$ cat config.mk
export PLATFORM = sky130hd
export DESIGN_NAME = wb_arbiter_flat
export DESIGN_NICKNAME = d
export VERILOG_FILES = /design/src/rtl/wb_arbiter_if.sv /design/src/rtl/wb_arbiter.sv /design/src/flat_wrapper.sv
export SDC_FILE = /design/constraint.sdc
export NUM_CORES = 1
export LEC_CHECK = 0
export ABC_CLOCK_PERIOD_IN_PS = 3940
export CORE_MARGIN = 2
export CORE_UTILIZATION = 44
export CTS_BUF_LIST = sky130_fd_sc_hd__clkbuf_8
export CTS_CLUSTER_DIAMETER = 200
export DETAILED_ROUTE_END_ITERATION = 10
export PLACE_DENSITY = 0.85
export SLEW_MARGIN = 20
export SYNTH_ARGS = -nofsm -noshare
export SYNTH_HDL_FRONTEND = slang
export SYNTH_SLANG_ARGS = --single-unit
$ cat constraint.sdc
create_clock -name clk -period 3.94 [get_ports clk]
set_clock_uncertainty 0.05 [all_clocks]
set_input_delay 0.394 -clock clk [delete_from_list [all_inputs] [get_ports clk]]
set_output_delay 0.394 -clock clk [all_outputs]
set_load 0.02 [all_outputs]
$ cat src/rtl/wb_arbiter_if.sv
// Writeback bus bundle: EXU/LSU result sources, decode issue and hazard query,
// and the register file write port.
interface wb_arbiter_if #(
    parameter int XLEN = 64,
    parameter int RA_W = 5
);
    logic            ex_valid;
    logic            ex_ready;
    logic            ex_wen;
    logic [RA_W-1:0] ex_rd;
    logic [XLEN-1:0] ex_data;

    logic            ls_valid;
    logic            ls_ready;
    logic            ls_wen;
    logic [RA_W-1:0] ls_rd;
    logic [XLEN-1:0] ls_data;

    logic            iss_valid;
    logic            iss_wen;
    logic [RA_W-1:0] iss_rd;
    logic            iss_ready;

    logic [RA_W-1:0] rs1_addr;
    logic [RA_W-1:0] rs2_addr;
    logic            rs1_busy;
    logic            rs2_busy;

    logic            flush;

    logic            wr_en_o;
    logic [RA_W-1:0] wr_addr_o;
    logic [XLEN-1:0] wr_data_o;

    modport master (
        output ex_valid, ex_wen, ex_rd, ex_data,
        output ls_valid, ls_wen, ls_rd, ls_data,
        output iss_valid, iss_wen, iss_rd, rs1_addr, rs2_addr, flush,
        input  ex_ready, ls_ready, iss_ready, rs1_busy, rs2_busy,
        input  wr_en_o, wr_addr_o, wr_data_o
    );

    modport slave (
        input  ex_valid, ex_wen, ex_rd, ex_data,
        input  ls_valid, ls_wen, ls_rd, ls_data,
        input  iss_valid, iss_wen, iss_rd, rs1_addr, rs2_addr, flush,
        output ex_ready, ls_ready, iss_ready, rs1_busy, rs2_busy,
        output wr_en_o, wr_addr_o, wr_data_o
    );
endinterface

$ cat src/rtl/wb_arbiter.sv
// Writeback arbiter: round-robin EXU/LSU merge onto the single register file
// write port, plus the pending-write scoreboard queried by decode.
module wb_arbiter #(
    parameter int XLEN = 64,
    parameter int RA_W = 5
) (
    input logic        clk,
    input logic        rst,
    wb_arbiter_if.slave bus
);
    localparam int NREG = 1 << RA_W;

    typedef enum logic {
        GNT_EXU = 1'b0,
        GNT_LSU = 1'b1
    } grant_t;

    grant_t          last_grant;
    logic            both_vld;
    logic            pick_ls;
    logic            xfer;
    logic            win_wen;
    logic [RA_W-1:0] win_rd;
    logic [XLEN-1:0] win_data;
    logic            iss_fire;

    logic            wr_en_p1;
    logic [RA_W-1:0] wr_addr_p1;
    logic [XLEN-1:0] wr_data_p1;

    logic [NREG-1:0] busy;
    logic [NREG-1:0] busy_set;
    logic [NREG-1:0] busy_clr;
    logic [NREG-1:0] busy_nxt;

    // Arbitration: LSU wins alone, or on a conflict when EXU won the last one.
    always_comb begin
        both_vld = bus.ex_valid && bus.ls_valid;
        pick_ls  = bus.ls_valid && (!bus.ex_valid || last_grant == GNT_EXU);
        xfer     = bus.ex_valid || bus.ls_valid;
        win_wen  = pick_ls ? bus.ls_wen  : bus.ex_wen;
        win_rd   = pick_ls ? bus.ls_rd   : bus.ex_rd;
        win_data = pick_ls ? bus.ls_data : bus.ex_data;
    end

    assign bus.ex_ready = bus.ex_valid && !pick_ls;
    assign bus.ls_ready = pick_ls;

    assign bus.iss_ready = !(bus.iss_wen && bus.iss_rd != '0 && busy[bus.iss_rd]);
    assign iss_fire      = bus.iss_valid && bus.iss_ready && bus.iss_wen && bus.iss_rd != '0;

    assign bus.rs1_busy = (bus.rs1_addr != '0) && busy[bus.rs1_addr];
    assign bus.rs2_busy = (bus.rs2_addr != '0) && busy[bus.rs2_addr];

    // Set beats clear on the same index; flush beats both; x0 never pends.
    always_comb begin
        busy_set = '0;
        busy_clr = '0;
        if (iss_fire) busy_set[bus.iss_rd] = 1'b1;
        if (wr_en_p1) busy_clr[wr_addr_p1] = 1'b1;
        busy_nxt    = bus.flush ? '0 : ((busy & ~busy_clr) | busy_set);
        busy_nxt[0] = 1'b0;
    end

    // Stage p1: registered register file write port and scoreboard state.
    always_ff @(posedge clk or posedge rst) begin
        if (rst) begin
            wr_en_p1   <= 1'b0;
            wr_addr_p1 <= '0;
            wr_data_p1 <= '0;
            busy       <= '0;
            last_grant <= GNT_EXU;
        end else begin
            wr_en_p1 <= xfer && win_wen && win_rd != '0;
            if (xfer) begin
                wr_addr_p1 <= win_rd;
                wr_data_p1 <= win_data;
            end
            if (both_vld) last_grant <= pick_ls ? GNT_LSU : GNT_EXU;
            busy <= busy_nxt;
        end
    end

    assign bus.wr_en_o   = wr_en_p1;
    assign bus.wr_addr_o = wr_addr_p1;
    assign bus.wr_data_o = wr_data_p1;
endmodule

$ cat src/flat_wrapper.sv
// flat-port wrapper written by rule: the top's interface ports become plain ports
module wb_arbiter_flat 
#(
    parameter int XLEN = 64,
    parameter int RA_W = 5
)
  (clk, rst, bus_ex_valid, bus_ex_wen, bus_ex_rd, bus_ex_data, bus_ls_valid, bus_ls_wen, bus_ls_rd, bus_ls_data, bus_iss_valid, bus_iss_wen, bus_iss_rd, bus_rs1_addr, bus_rs2_addr, bus_flush, bus_ex_ready, bus_ls_ready, bus_iss_ready, bus_rs1_busy, bus_rs2_busy, bus_wr_en_o, bus_wr_addr_o, bus_wr_data_o);
  wb_arbiter_if #(.XLEN(XLEN), .RA_W(RA_W)) bus_i ();
  input logic clk;
  input logic rst;
  input wire logic [$bits(bus_i.ex_valid)-1:0] bus_ex_valid;
  input wire logic [$bits(bus_i.ex_wen)-1:0] bus_ex_wen;
  input wire logic [$bits(bus_i.ex_rd)-1:0] bus_ex_rd;
  input wire logic [$bits(bus_i.ex_data)-1:0] bus_ex_data;
  input wire logic [$bits(bus_i.ls_valid)-1:0] bus_ls_valid;
  input wire logic [$bits(bus_i.ls_wen)-1:0] bus_ls_wen;
  input wire logic [$bits(bus_i.ls_rd)-1:0] bus_ls_rd;
  input wire logic [$bits(bus_i.ls_data)-1:0] bus_ls_data;
  input wire logic [$bits(bus_i.iss_valid)-1:0] bus_iss_valid;
  input wire logic [$bits(bus_i.iss_wen)-1:0] bus_iss_wen;
  input wire logic [$bits(bus_i.iss_rd)-1:0] bus_iss_rd;
  input wire logic [$bits(bus_i.rs1_addr)-1:0] bus_rs1_addr;
  input wire logic [$bits(bus_i.rs2_addr)-1:0] bus_rs2_addr;
  input wire logic [$bits(bus_i.flush)-1:0] bus_flush;
  output wire logic [$bits(bus_i.ex_ready)-1:0] bus_ex_ready;
  output wire logic [$bits(bus_i.ls_ready)-1:0] bus_ls_ready;
  output wire logic [$bits(bus_i.iss_ready)-1:0] bus_iss_ready;
  output wire logic [$bits(bus_i.rs1_busy)-1:0] bus_rs1_busy;
  output wire logic [$bits(bus_i.rs2_busy)-1:0] bus_rs2_busy;
  output wire logic [$bits(bus_i.wr_en_o)-1:0] bus_wr_en_o;
  output wire logic [$bits(bus_i.wr_addr_o)-1:0] bus_wr_addr_o;
  output wire logic [$bits(bus_i.wr_data_o)-1:0] bus_wr_data_o;
  assign bus_i.ex_valid = bus_ex_valid;
  assign bus_i.ex_wen = bus_ex_wen;
  assign bus_i.ex_rd = bus_ex_rd;
  assign bus_i.ex_data = bus_ex_data;
  assign bus_i.ls_valid = bus_ls_valid;
  assign bus_i.ls_wen = bus_ls_wen;
  assign bus_i.ls_rd = bus_ls_rd;
  assign bus_i.ls_data = bus_ls_data;
  assign bus_i.iss_valid = bus_iss_valid;
  assign bus_i.iss_wen = bus_iss_wen;
  assign bus_i.iss_rd = bus_iss_rd;
  assign bus_i.rs1_addr = bus_rs1_addr;
  assign bus_i.rs2_addr = bus_rs2_addr;
  assign bus_i.flush = bus_flush;
  assign bus_ex_ready = bus_i.ex_ready;
  assign bus_ls_ready = bus_i.ls_ready;
  assign bus_iss_ready = bus_i.iss_ready;
  assign bus_rs1_busy = bus_i.rs1_busy;
  assign bus_rs2_busy = bus_i.rs2_busy;
  assign bus_wr_en_o = bus_i.wr_en_o;
  assign bus_wr_addr_o = bus_i.wr_addr_o;
  assign bus_wr_data_o = bus_i.wr_data_o;
  wb_arbiter #(.XLEN(XLEN), .RA_W(RA_W)) u_core (.clk(clk), .rst(rst), .bus(bus_i));
endmodule
## Word level (Yosys, flattened, before mapping)

Index checks and enable logic that the tools add are counted.

- Bits in registers: 102
- Output and inout port bits: 75
- Word-level logic and storage cells: 55

- Magnitude comparators: 6
- Multiplexer cells: 17
- Bitwise operators: 4
- Reductions and logical operators: 23

Operator list:

| kind | number |
|---|---|
| 32-bit 2-to-1 mux | 3 |
| 64-bit 2-to-1 mux | 1 |
| 32-bit AND | 1 |
| 32-bit NOT | 1 |
| 32-bit OR | 1 |
| 5-bit by 6-bit < comparator with 1-bit output, second input constant | 4 |
| 5-bit nonzero test | 4 |
| 1-bit binary-select mux with 5-bit select | 3 |
| 1-bit logical AND | 14 |
| 1-bit demux with 5-bit select | 2 |
| 5-bit by 1-bit >= comparator with 1-bit output, second input constant | 2 |
| 1-bit 2-to-1 mux | 7 |
| 5-bit 2-to-1 mux | 1 |
| 1-bit zero test | 3 |
| 1-bit logical OR | 2 |
| 1-bit NOT | 1 |

## Longest topological paths before layout

Gate-level depths: netlist of run 1.

- Depth in word-level cells: 10
- Depth in mapped cells: 7

## Least setup slack after synthesis of run 1

OpenSTA, ideal clock, no wires.

- Path type: input to output
- From: input bus_iss_rd[0]
- To: output bus_iss_ready
- Data arrival time: 2040 ps
- Required time: 3496 ps
- Path slack: 1456 ps
- Stages on the path: 6
- Buffers on the path: 2
- Cells stage by stage: buf_6 -> mux4_1 -> nand2b_2 -> nand4_4 -> buf_6 -> o31ai_1

- Cells in the longest elaborated chain, start to end: 4
- Elaborated cells between the ends (all ways): 6

Ends and longest elaborated chain:

| element | RTL line | text |
|---|---|---|
| start, declared | flat_wrapper.sv:21 | `input wire logic [$bits(bus_i.iss_rd)-1:0] bus_iss_rd;` |
| 1-bit binary-select mux with 5-bit select / 5-bit nonzero test (equally long branches) | wb_arbiter.sv:49 | `assign bus.iss_ready = !(bus.iss_wen && bus.iss_rd != '0 && busy[bus.iss_rd]);` |
| 1-bit 2-to-1 mux (not written as such) / 1-bit logical AND (equally long branches) | wb_arbiter.sv:49 |  |
| 1-bit logical AND * | wb_arbiter.sv:49 |  |
| 1-bit zero test * | wb_arbiter.sv:49 |  |
| end, declared | flat_wrapper.sv:27 | `output wire logic [$bits(bus_i.iss_ready)-1:0] bus_iss_ready;` |

Mark *: on every way between the ends. The rest lies on a longest branch, timed or not. The select of a mux whose other input is x is not followed.

## Final worst setup path of run 1

Ends and elaborated chain as after synthesis.

==> impl_metrics.tcl, run 1 <==
set metrics [dict create \
    antenna_found_initial 0 \
    die_y_um 115.4 \
    rsz0062_at_grt "false" \
    syn2layout_area_growth_pct 49.34 \
    path_clk_slew_ns 0.11 \
    stdcell_count 939 \
    tns_ns 0 \
    cp-start-kind "input pin" \
    wl_per_cell_um 20.20 \
    ctsHoldBuffers 0 \
    syn_area_per_cell_sq_um 9.887 \
    drive_above_1_share_pct 7.013 \
    power_density_mw_per_mm2 379.3 \
    final.min_clock_period_ns 3.297 \
    grt_pass1_vias 5438 \
    fmax_ghz 0.3033 \
    overflow 0 \
    crit_type "in -> out" \
    post-route-period-util_pct 83.68 \
    ys_types 41 \
    final_hold_viol_count 0 \
    antenna_left 0 \
    power.leakage_nw 3.393 \
    cts_made_buffers 9 \
    start_util_pct 45.25 \
    synth_seq_cells 102 \
    drt_first_pass_iters 5 \
    portBuffers 236 \
    maxCapViolations 0 \
    required_ns 3.50 \
    core_sq_mm 0.01206 \
    insertion_delay_ns 0.38 \
    min_path_type "in -> async" \
    status "finished clean" \
    wl_um 18960 \
    arrival_ns 2.85 \
    grt_use_total_pct 28.88 \
    end_kind "output port" \
    cts_root_buf "clkbuf_8" \
    critPathMaxFanout 14 \
    dieArea_sq_mm 0.01331 \
    die_w_um 115.4 \
    cts_resized 0 \
    rows 40 \
    dp_hpwl_um 14480 \
    r2r_cells 5 \
    finalMaxSlewViolations 0 \
    setup_violations 0 \
    syn_nets 714 \
    netlist_instances 552 \
    reg2reg_to "u_core.busy[12]" \
    grt_start_max_net_pins 75 \
    r2r-start "u_core.busy[20]" \
    synth-warning-count 0 \
    clock_path_buffers 2 \
    place_inst 922 \
    timing.slew.headroom_pct 48.24 \
    grt_first_pass_wirelength_um 29080 \
    cts_setup_buffers 0 \
    drt-vias-per-instance 5.675 \
    cts_tree "built" \
    place_congestion 0.9556 \
    ir_drop_mv 0.3315 \
    vias 5329 \
    io-pin-count 237 \
    critPathLaunch "bus_iss_rd[0]" \
    r2r_slack_ns 1.89 \
    synth-seq-area-share_pct 46.77 \
    drc_errors 0 \
    cts.sinks 102 \
    syn_area_sq_mm 0.005458 \
    tightestPinTransition_ns 0.7764 \
    h-tree-depth 3 \
    drt_iter0_drc 407 \
    finalNetCount 927 \
]
==> worst max path at each step <==
| stage | to | slack, ns | depth (start not counted) |
|---|---|---|---|
| 2_1_floorplan | u_core.bus.wr_addr_o[0] | 0.82 | 1 |
| 3_3_place_gp | bus_iss_ready | 0.69 | 7 |
| 3_5_place_dp | bus_iss_ready | 0.64 | 7 |
| 4_1_cts | bus_iss_ready | 0.63 | 7 |
| 5_1_grt | bus_iss_ready | 0.54 | 7 |
| 6_report | bus_iss_ready | 0.64 | 7 |
==> cell type report <==
class / count / area, sq um
fillers: 963 / 3911
multi-input cells: 407 / 2740
flip-flops and latches: 102 / 2552
repair buffers: 244 / 2422
well taps: 168 / 210.2
clock buffers: 10 / 137.6
clock inverters: 6 / 78.83
inverters: 1 / 6.256
diodes: 1 / 2.502
==> cell usage in the layout (no fill, tap or decap), types with 2 or more instances in the layout <==
cell type,Yosys,routed
clkdlybuf4s50_1,0,236
nand2_1,156,156
dfrtp_1,102,102
a22oi_1,64,64
o21ai_0,36,36
nand3b_1,28,28
mux4_2,18,18
nor2b_1,18,18
o41ai_1,16,16
mux2i_1,15,15
clkbuf_8,0,10
buf_4,2,8
nor2_1,8,6
nand3_1,5,5
nand4_1,4,4
nor3b_1,4,4
or3b_2,3,3
mux4_1,3,3
nand2b_1,3,3
clkinv_4,0,3
nor2_4,0,2
or3_1,2,2
nor3_1,2,2
a21boi_0,3,2
and3b_1,2,2
mux2_2,2,2
o31ai_1,2,2
or4_1,2,2
inv_8,0,2
==> synth_stat cells, drive strengths merged <==
cell type,n,area [sq um]
a32oi,1,8.760
nand3b,28,210.2
buf,16,88.83
o31ai,2,15.01
and3,1,6.260
mux2,2,22.52
o21ai,37,185.2
mux4,21,484.2
or3,2,12.51
a22oi,64,480.5
nor2b,18,112.6
nand2,156,585.6
or4,3,26.27
nand2b,4,27.53
clkbuf,26,98.84
o41ai,16,140.1
nor3b,4,30.03
nor3,2,10.01
nand4,5,46.29
nand3,5,25.02
xnor2,1,8.760
a21boi,3,22.52
or3b,3,26.28
dfrtp,102,2552
mux2i,15,150.1
o21a,1,7.510
nor4,1,6.260
and3b,2,17.52
a221oi,1,8.760
o211ai,1,7.510
nor2,8,30.03
inv,1,3.750
==> routing by layer <==
| layer | track usage [%] | vias to the layer above | part of all wire (%) |
|---|---|---|---|
| met5 | 0 | - | 0 |
| met4 | 13.41 | 0 | 4.4 |
| met3 | 9.067 | 52 | 8.7 |
| met2 | 50.45 | 268 | 52 |
| met1 | 32.08 | 2574 | 35 |
| li1 | - | 2435 | - |
==> flip-flops by register name (all words and copies together), names as in the netlist <==
register              count
u_core.bus.wr_addr_o      5
u_core.bus.wr_data_o     64
u_core.bus.wr_en_o        1
u_core.busy              31
u_core.last_grant         1
==> worst max-delay path, stage by stage <==
cell and delay [ns]:
clkdlybuf4s50_1 0.49, buf_4 0.23, mux2_2 0.35, a221oi_1 0.36, nor4_1 0.09, o31ai_1 0.27
clkdlybuf4s50_1 0.65
==> kinds of logic after synthesis <==
kind of cell	Yosys count	share of synthesized area (%)
simple gates	242	21.48
compound gates	126	16.05
flops	102	46.77
buf+inv	43	3.507
mux	38	12.04
xor+xnor	1	0.1605
==> report_power, final <==
part           internal, W  switching, W  leakage (nW)
sequential         0.00119      0.000111          1.28
clock             0.000323      0.000393         0.110
combinational     0.000519      0.000555          2.00
total              0.00203       0.00106          3.39
==> per-stage QoR <==
step | area, sq um | worst slack (ns) | hold WS [ns] | total power, W | util (%)
after global placement | 7931 | 0.6870 | 0.4271 | 0.002363 | 65.76
after global routing | 8148 | 0.5426 | 0.4544 | 0.003233 | 67.55
final | 8150 | 0.6431 | 0.4381 | 0.003092 | 67.57
after detailed placement | 7931 | 0.6364 | 0.4282 | 0.002393 | 65.76
after floorplan | 5458 | 0.8205 | 0.3895 | 0.001802 | -
after CTS | 8148 | 0.6289 | 0.4485 | 0.003109 | 67.55
Note: power is estimated with default switching activity, not from simulation.
==> run 2, diff against run 1 <==
ABC_CLOCK_PERIOD_IN_PS = 2900   (was 3940)
CORE_UTILIZATION = 40   (was 44)
PLACE_DENSITY = 0.82   (was 0.85)
clock period = 2.9 ns   (was 3.94 ns; I/O delays follow)
==> run 2 against run 1 <==
  * Flip-flop and latch count unchanged
  * Register-to-register slack worse by 1.0 ns
  * Wire length up 1.9%
  * First-iteration DRC count up 5.4%
  * Clock power up 56%
  * Worst setup slack worse by 0.56 ns
  * Combinational power up 38%
  * Core utilization down 4.9 points
  * Final cell count up 2.1%
  * Hold slack worse by 0.088 ns
==> impl_metrics.tcl, run 2 (synthesis gave the netlist of run 1 again) <==
set metrics [dict create \
    status "finished clean" \
    placed_cell_area_sq_mm 0.008078 \
    h-tree-depth 3 \
    grt_first_pass_wirelength_um 29970 \
    r2r_slack_ns 0.87 \
    io-pin-count 237 \
    timing.slew.headroom_pct 47.80 \
    drt_first_pass_iters 5 \
    wl_um 19330 \
    r2r-start "u_core.busy[21]" \
    arrival_ns 2.48 \
    final_hold_viol_count 0 \
    drt_iter0_drc 429 \
    dp_hpwl_um 14730 \
    critPathLaunch "bus_rs1_addr[2]" \
    finalMaxSlewViolations 0 \
    power_density_mw_per_mm2 525.0 \
    clock_path_buffers 2 \
    place_congestion 0.9352 \
    die_w_um 120.8 \
    ir_drop_mv 0.3582 \
    largest_register_ff_count 64 \
    path_cells "clkdlybuf4s50_1, buf_4, mux4_2, mux2i_1, mux2i_1, mux2_2, clkdlybuf4s50_1" \
    setup_violations 0 \
    utilization_pct 62.67 \
    drive_above_1_share_pct 8.557 \
    vias 5438 \
    grt_start_max_net_pins 103 \
    final.min_clock_period_ns 2.820 \
    fill_cells 1056 \
    design_area_sq_mm 0.008332 \
    crit_type "in -> out" \
    cts.sinks 102 \
    critical_path.endpoint "bus_rs1_busy" \
    cts_root_buf "clkbuf_8" \
    p_clk_share_pct 25.7 \
    die_y_um 120.8 \
    pwr-share-comb_pct 33.8 \
    swShare_pct 32.71 \
    power.leakage_nw 3.484 \
    syn2layout_area_growth_pct 52.66 \
    critPathMaxFanout 10 \
    min_path_type "in -> async" \
    slowest_delay_ns 0.54 \
    p_int_w 0.002943 \
    portBuffers 236 \
    end_kind "output port" \
    start_util_pct 41.05 \
    final_common_cell "clkdlybuf4s50_1" \
    tightestPinTransition_ns 0.7830 \
    required_ns 2.56 \
    post-route-period-util_pct 97.26 \
    overflow 0 \
    ctsHoldBuffers 0 \
    p_seq_share_pct 40.5 \
    cts_made_buffers 9 \
    finalNetCount 940 \
    switchingPower_w 0.001431 \
    core_sq_mm 0.01330 \
    r2r_cells 5 \
    path_clk_slew_ns 0.09 \
    rsz0062_at_grt "false" \
    stdcell_count 959 \
    insertion_delay_ns 0.38 \
    drt-vias-per-instance 5.670 \
    antennaDiodeCount 0 \
    dieArea_sq_mm 0.01460 \
    cpMaxStageDelayCell "clkdlybuf4s50_1" \
    rows 42 \
    grt_pass1_vias 5623 \
    tns_ns 0 \
    grt_use_total_pct 26.99 \
    antenna_left 0 \
    final_cell_mix "clkdlybuf4s50_1 (234), nand2_1 (156), dfrtp_1 (102)" \
    reg2reg_to "u_core.busy[12]" \
    maxCapViolations 0 \
    place_inst 943 \
    wl_per_cell_um 20.15 \
    cts_tree "built" \
    fmax_ghz 0.3546 \
    antenna_found_initial 1 \
    cp-start-kind "input pin" \
    drc_errors 0 \
]
==> run 2: metrics by stage <==
| stage | total power (W) | hold WS, ns | worst slack (ns) |
|---|---|---|---|
| floorplan | 0.002448 | 0.3527 | 0.6244 |
| finish | 0.004374 | 0.3499 | 0.07957 |
| detailed placement | 0.003274 | 0.4344 | -0.1486 |
| global placement | 0.003234 | 0.4276 | -0.07403 |
| CTS | 0.004398 | 0.3558 | 0.03857 |
| global route | 0.004571 | 0.3722 | 0.0005183 |
==> run 2: per-layer routing <==
layer	GRT usage [%]	vias up	part of all wire (%)
met5	0	-	0.067
met3	9.009	56	9.1
met1	31.06	2653	36
met2	45.23	266	50
li1	-	2461	-
met4	12.86	2	4.2
==> run 2: worst min path at each step <==
stage | cells after the start | slack (ns) | end | startpoint
after floorplan | 2 | 0.35 | u_core.bus.wr_data_o[0] | bus_ex_data[0]
after global placement | 2 | 0.43 | u_core.bus.wr_data_o[31] | u_core.bus.wr_data_o[31]
after detailed placement | 2 | 0.43 | u_core.bus.wr_data_o[15] | u_core.bus.wr_data_o[15]
after CTS | 3 | 0.36 | u_core.bus.wr_data_o[19] | bus_ex_data[19]
after global routing | 3 | 0.37 | u_core.bus.wr_data_o[17] | bus_ex_data[17]
final | 3 | 0.35 | u_core.bus.wr_data_o[31] | rst
==> run 2: layout make-up <==
cell class / instances / area (sq um) / share of cell area, %
clock buffer: 10 / 137.6 / 1.652
clock inverter: 6 / 115.1 / 1.382
inverter: 1 / 7.507 / 0.09010
multi-input combinational: 407 / 2740 / 32.89
sequential: 102 / 2552 / 30.64
tap: 176 / 220.2 / 2.643
timing repair buffer: 257 / 2559 / 30.71
==> run 2: critical path, delay by kind of cell <==
family / cells / cell delay, ns
buffers and inverters: 3 / 1.18
multiplexers: 4 / 1.02
==> run 2: power by group through the flow <==
stage | logic (W) | registers (W) | clock network, W
detailed placement | 0.00148 | 0.00179 | 0
finish | 0.00148 | 0.00177 | 0.00112
global placement | 0.00145 | 0.00178 | 0
floorplan | 0.000461 | 0.00199 | 0
CTS | 0.00149 | 0.00177 | 0.00114
global route | 0.00157 | 0.00180 | 0.00120
==> run 2: timing repair <==
| item | CTS | global route |
|---|---|---|
| resized for setup | 1 | 1 |
| setup buffers | 0 | 0 |
| setup endpoints to repair | 1 | 1 |
==> run 3, diff against run 2 <==
ABC_CLOCK_PERIOD_IN_PS = unset   (was 2900)
==> results of run 3 <==
The final DEF is identical to that of run 2; final timing and power are the same.
